<file path="src/rtl/avalon_master_rw32_tester.sv">
// Avalon-MM 32-bit write/read-back tester: writes a seeded pattern block, reads it back, compares.
// Optional per-access abort when MASTER_TIMEOUT_EN is defined (TIMEOUT_CYC cycles of stall).
module avalon_master_rw32_tester #(
   parameter int ADDR_W      = 6,
   parameter int TIMEOUT_CYC = 255
) (
   input  logic              rsi_MRST_reset_n,
   input  logic              csi_MCLK_clk,
   input  logic              ctl_start,
   input  logic [ADDR_W-1:0] ctl_base,
   input  logic [ADDR_W-1:0] ctl_count,
   input  logic [31:0]       ctl_seed,
   output logic              ctl_busy,
   output logic              ctl_done,
   output logic              ctl_pass,
   output logic [ADDR_W:0]   ctl_err_count,
   output logic [ADDR_W-1:0] ctl_first_err_addr,
   output logic              ctl_timeout,
   output logic [ADDR_W-1:0] avm_m0_address,
   output logic [3:0]        avm_m0_byteenable,
   output logic [31:0]       avm_m0_writedata,
   output logic              avm_m0_write,
   output logic              avm_m0_read,
   input  logic [31:0]       avm_m0_readdata,
   input  logic              avm_m0_readdatavalid,
   input  logic              avm_m0_waitrequest
);

   typedef enum logic [2:0] {IDLE, WR, RD, RD_WAIT, DONE} state_t;

   localparam logic [ADDR_W-1:0] ONE   = 1;
   localparam logic [ADDR_W:0]   ONE_E = 1;

   state_t            state_q, state_n;
   logic [ADDR_W-1:0] base_q, base_n;
   logic [ADDR_W-1:0] cnt_q, cnt_n;
   logic [ADDR_W-1:0] idx_q, idx_n;
   logic [ADDR_W-1:0] fea_q, fea_n;
   logic [31:0]       seed_q, seed_n;
   logic [ADDR_W:0]   err_q, err_n;
   logic              to_q, to_n;
   logic              pass_q, pass_n;
   logic              tmo_hit;

   logic [ADDR_W-1:0] addr;
   logic [31:0]       sum;
   logic [31:0]       pat;
   logic              last;

   assign addr = base_q + idx_q;
   assign sum  = seed_q + 32'(idx_q);
   assign pat  = idx_q[0] ? ~sum : sum;
   assign last = (idx_q == cnt_q - ONE);

`ifdef MASTER_TIMEOUT_EN
   logic [15:0] tmo_q;
   logic        waiting;

   always_comb begin
      waiting = 1'b0;
      unique case (state_q)
         WR, RD:  waiting = avm_m0_waitrequest;
         RD_WAIT: waiting = !avm_m0_readdatavalid;
         default: waiting = 1'b0;
      endcase
   end

   assign tmo_hit = waiting && (tmo_q == 16'(TIMEOUT_CYC - 1));

   // Counts consecutive stalled cycles of the current access only
   always_ff @(posedge csi_MCLK_clk or negedge rsi_MRST_reset_n) begin
      if (!rsi_MRST_reset_n)
         tmo_q <= '0;
      else if (waiting && !tmo_hit)
         tmo_q <= tmo_q + 16'd1;
      else
         tmo_q <= '0;
   end
`else
   logic unused_tmo;
   assign unused_tmo = (TIMEOUT_CYC != 0);
   assign tmo_hit    = 1'b0;
`endif

   always_comb begin
      state_n = state_q;
      base_n  = base_q;
      cnt_n   = cnt_q;
      idx_n   = idx_q;
      fea_n   = fea_q;
      seed_n  = seed_q;
      err_n   = err_q;
      to_n    = to_q;
      pass_n  = pass_q;
      unique case (state_q)
         IDLE: begin
            if (ctl_start) begin
               base_n  = ctl_base;
               cnt_n   = ctl_count;
               seed_n  = ctl_seed;
               idx_n   = '0;
               err_n   = '0;
               fea_n   = '0;
               to_n    = 1'b0;
               pass_n  = 1'b0;
               state_n = (ctl_count == '0) ? DONE : WR;
            end
         end
         WR: begin
            if (tmo_hit) begin
               to_n    = 1'b1;
               state_n = DONE;
            end else if (!avm_m0_waitrequest) begin
               if (last) begin
                  idx_n   = '0;
                  state_n = RD;
               end else begin
                  idx_n = idx_q + ONE;
               end
            end
         end
         RD: begin
            if (tmo_hit) begin
               to_n    = 1'b1;
               state_n = DONE;
            end else if (!avm_m0_waitrequest) begin
               state_n = RD_WAIT;
            end
         end
         RD_WAIT: begin
            if (tmo_hit) begin
               to_n    = 1'b1;
               state_n = DONE;
            end else if (avm_m0_readdatavalid) begin
               if (avm_m0_readdata != pat) begin
                  if (err_q != '1)
                     err_n = err_q + ONE_E;
                  if (err_q == '0)
                     fea_n = addr;
               end
               if (last) begin
                  state_n = DONE;
               end else begin
                  idx_n   = idx_q + ONE;
                  state_n = RD;
               end
            end
         end
         DONE:    state_n = IDLE;
         default: state_n = IDLE;
      endcase
      // Verdict is settled on entry so it is already valid during the done pulse
      if (state_n == DONE && state_q != DONE)
         pass_n = (err_n == '0) && !to_n;
   end

   always_ff @(posedge csi_MCLK_clk or negedge rsi_MRST_reset_n) begin
      if (!rsi_MRST_reset_n) begin
         state_q <= IDLE;
         base_q  <= '0;
         cnt_q   <= '0;
         idx_q   <= '0;
         fea_q   <= '0;
         seed_q  <= '0;
         err_q   <= '0;
         to_q    <= 1'b0;
         pass_q  <= 1'b0;
      end else begin
         state_q <= state_n;
         base_q  <= base_n;
         cnt_q   <= cnt_n;
         idx_q   <= idx_n;
         fea_q   <= fea_n;
         seed_q  <= seed_n;
         err_q   <= err_n;
         to_q    <= to_n;
         pass_q  <= pass_n;
      end
   end

   assign ctl_busy           = (state_q == WR) || (state_q == RD) ||
                               (state_q == RD_WAIT);
   assign ctl_done           = (state_q == DONE);
   assign ctl_pass           = pass_q;
   assign ctl_err_count      = err_q;
   assign ctl_first_err_addr = fea_q;
   assign ctl_timeout        = to_q;

   assign avm_m0_write      = (state_q == WR);
   assign avm_m0_read       = (state_q == RD);
   assign avm_m0_address    = (avm_m0_write || avm_m0_read) ? addr : '0;
   assign avm_m0_writedata  = avm_m0_write ? pat : '0;
   assign avm_m0_byteenable = (avm_m0_write || avm_m0_read) ? 4'hF : 4'h0;

endmodule

</file>
<file path="config.mk">
export PLATFORM = sky130hd
export DESIGN_NAME = avalon_master_rw32_tester
export DESIGN_NICKNAME = d
export VERILOG_FILES = /design/src/rtl/avalon_master_rw32_tester.sv
export SDC_FILE = /design/constraint.sdc
export NUM_CORES = 1
export LEC_CHECK = 0
export ABC_AREA = 1
export CORE_AREA = 2 2 157 121
export CTS_BUF_LIST = sky130_fd_sc_hd__clkbuf_8
export DETAILED_ROUTE_END_ITERATION = 16
export DIE_AREA = 0 0 159 123
export GPL_TIMING_DRIVEN = 0
export PLACE_DENSITY = 0.68
export RECOVER_POWER = 100
export SKIP_CTS_REPAIR_TIMING = 1
export SYNTH_ARGS = -nofsm -noshare
export SYNTH_HDL_FRONTEND = slang
export SYNTH_SLANG_ARGS = --single-unit
export TNS_END_PERCENT = 30
</file>
<file path="constraint.sdc">
create_clock -name csi_MCLK_clk -period 3.5 [get_ports csi_MCLK_clk]
set_input_delay 0.7 -clock csi_MCLK_clk [delete_from_list [all_inputs] [get_ports csi_MCLK_clk]]
set_output_delay 0.7 -clock csi_MCLK_clk [all_outputs]
set_load 0.01 [all_outputs]
</file>
==> summary.md <==
| Metric | Value |
|---|---|
| Crit. End Element | `output pin` |
| Clk slew on worst S/H paths | `about 70 ps` |
| Post-synth design cell area | `6193 µm²` |
| Starting Density | `34.26%` |
| Met3 usage | `4.394%` |
| Synthesized instance count | `about 980` |
| Busiest grt layer | `met1` |
| Power Dens Cells | `901.0 nW/µm²` |
| Distinct cells, synth | `44` |
| Clock sink total | `68` |
| Hold Path Class | `flop to flop` |
| Setup Skew | `between 8 and 9 ps` |
| CTS Buffer Depth | `2` |
| Root Driver | `clkbuf_8` |
| Final setup viols | `0` |
| Worst vdd rail ir drop | `0.6343 mV` |
| Initial antenna violation count | `4` |
| Met1 GRT Util | `31.40%` |
| Status | `finished with violations` |
| Fin nets | `1236` |
| Vias in the first global route | `between 6000 and 7000` |
| Chip width | `between 150 and 200 µm` |
| DR vias | `6684` |
| Worst Max-Slew Pin Slew | `1712 ps` |
| WL/cell | `14.42 µm` |
| Core ar. | `approximately 18000 µm²` |
| DP Area | `7901 µm²` |
| Final HPWL DP | `16050 µm` |
| Via-to-Cell Ratio | `4.802` |
| Post-route ant nets | `0` |
| Routed wire length | `20080 µm` |
| First-pass GRT wire length | `31870 µm` |
| Die ar. | `19560 µm²` |
| Min setup slack post-route | `41.40 ps` |
| Final hold violation count | `0` |
| Worst setup path class | `flop to output pin` |
| CTS tree | `done` |
| Fin area | `8396 µm²` |
| Fmax | `289.1 MHz` |
| Max Cap Violations | `1` |
| Rel. slew slack | `-14.11%` |
| GPL Wtd Cong | `0.8874` |
| Layout area overhead | `35.56%` |
| Total GRT Usage | `20.53%` |
| CTS Buf Count | `9` |
| EDFF count, synth | `0` |
| Final Cycle Share | `98.82%` |
| Number of port buffers | `140` |
| Leak | `0.004320 µW` |
| Worst slack at placement | `-45.75 ps` |
| Drt pass-1 iters | `5` |
| Global routing usage on met2 | `29.38%` |
| Grt total ovfl | `0` |
| Hold slack | `493.4 ps` |
| Worst Setup Start Kind | `flop` |
| Violated checks | `capacitance limit, slew limit` |
| Num ports | `142` |
| Min Tclk post-route | `3459 ps` |
| Register area share after synthesis | `27.47%` |
| Top FF cell, synth | `dfrtp_1` |
| Flops & latches, synth | `approximately 70` |
| Avg Inst Size Synth | `6.346 µm²` |
| Crit path arrival time | `2760 ps` |
| RSZ-0062 raised after global routing | `true` |
| Die Y | `123 µm` |
| Largest net degree at the start of global routing | `69` |
| Final Util | `46.44%` |
| Max H-tree Level | `3` |
| YS warnings | `0` |
| Initial DRC count | `492` |
| Slew Limit Fails | `69` |
| Asr flop ratio synth | `100.0%` |
| CP Data Required Time | `2800 ps` |
| Worst Path Max Fanout | `9` |
| FP Rows | `43` |
| Syn nets | `1074` |
| Proportion of layout cells with a drive suffix above 1 | `12.25%` |
| Clock Latency Late Sink | `between 300 and 400 ps` |
| Drc violations | `0` |
## worst max-delay path: stages (launching register included)
cell	delay, ps
dfrtp_2	460
ha_2	410
nand2_2	100
nor2_2	140
nand3_2	100
nand2_4	170
nand3_2	90
nor2_1	90
nand2_1	130
a21oi_2	180
clkdlybuf4s50_1	550
## synth_stat cells (2+ instances only)
cell      number  share of area [%]
xor2_1        32                4.5
o21ai_2        2               0.28
o21ai_0       21                1.7
nand3_2        5               0.81
nor2_4         7                1.3
nor3_1         9               0.73
o31ai_1        2               0.24
nand2_4        2               0.36
buf_4          6               0.73
inv_1        114                6.9
xnor2_1       15                2.1
nor3_4         2               0.53
inv_2          4               0.24
nor2_1        81                4.9
nand3b_1      19                2.3
nand2_1      368                 22
a21oi_1       37                3.0
nand2_2       17                1.7
fa_1           2               0.65
nor3_2         2               0.32
buf_6          2               0.36
clkinv_1       3               0.18
nand4_1       22                2.2
or2_2          3               0.30
nand3_1       72                5.8
clkbuf_1      12               0.73
nor4_1         2               0.20
nor2_2        12                1.2
o31ai_2        4               0.81
o21ai_1        2               0.16
dfrtp_1       68                 27
ha_1          15                3.0
## final timing paths
kind                                   from               endpoint  slack (ps)  cells after the start
max                                idx_q[5]   avm_m0_writedata[31]          40                     10
min                               base_q[2]              base_q[2]         490                      2
max reg2reg                        idx_q[0]  ctl_first_err_addr[1]         200                     20
min reg2reg                       base_q[2]              base_q[2]         490                      2
max in group asynchronous  rsi_MRST_reset_n               idx_q[5]        1580                      1
min in group asynchronous  rsi_MRST_reset_n       ctl_err_count[2]         780                      1
## placed cells by master, fill, tap and decap left out, drive strengths merged, types with 16 or more instances in the layout
master / instances
nor2: 100
dlygate4sd3: 16
nand3b: 19
nand3: 77
nand4: 22
nand2: 387
dfrtp: 68
xor2: 33
inv: 119
buf: 21
clkdlybuf4s50: 111
o21ai: 25
clkbuf: 23
a21oi: 37
## routing by layer
layer	part of all wire [%]	wire length, µm	vias to the layer above
met1	51	10160	2999
met5	0.11	23	-
met2	40	8001	260
met4	0.77	155	4
li1	-	-	3401
met3	8.7	1740	20
## state kept, by name, summed over array words and instances, names as in the netlist
signal	cells
ctl_pass	1
ctl_first_err_addr	6
state_q	3
base_q	6
idx_q	6
seed_q	32
ctl_err_count	7
ctl_timeout	1
cnt_q	6
## final cells by class
class	count	area, µm²
clock inverters	7	92.59
clock buffers	9	123.9
repair buffers	151	1505
flip-flops and latches	68	1708
plain buffers	22	136.4
fillers	1868	9682
multi-input cells	765	4058
diodes	2	5.005
inverters	121	457.9
well taps	247	309.0
## report_power, final
group	switching [µW]	leakage [µW]	internal [µW]
combinational	3040	0.00335	2280
clock	323	0.000107	398
sequential	412	0.000865	1110
total	3780	0.00432	3790
## stage by stage
| stage | TNS, ps | std cells | power, µW |
|---|---|---|---|
| 2_1_floorplan | 0 | 976 | 4634 |
| 3_3_place_gp | -42340 | 1363 | 6471 |
| 3_5_place_dp | -245.3 | 1363 | 6545 |
| 4_1_cts | -3148 | 1379 | 7305 |
| 5_1_grt | -327.5 | 1390 | 8241 |
| 6_report | 0 | 1392 | 7565 |
## cells by family after synthesis
family	after synthesis	synth area share [%]
XOR/XNOR	49	7.273
adder cells (fa/ha/maj)	17	3.677
buffers and inverters	143	9.434
AO/OA/AOI/OAI	72	6.667
AND/OR/NAND/NOR	627	45.47
flip-flops	68	27.47
Power figures use the tool's default switching activity.
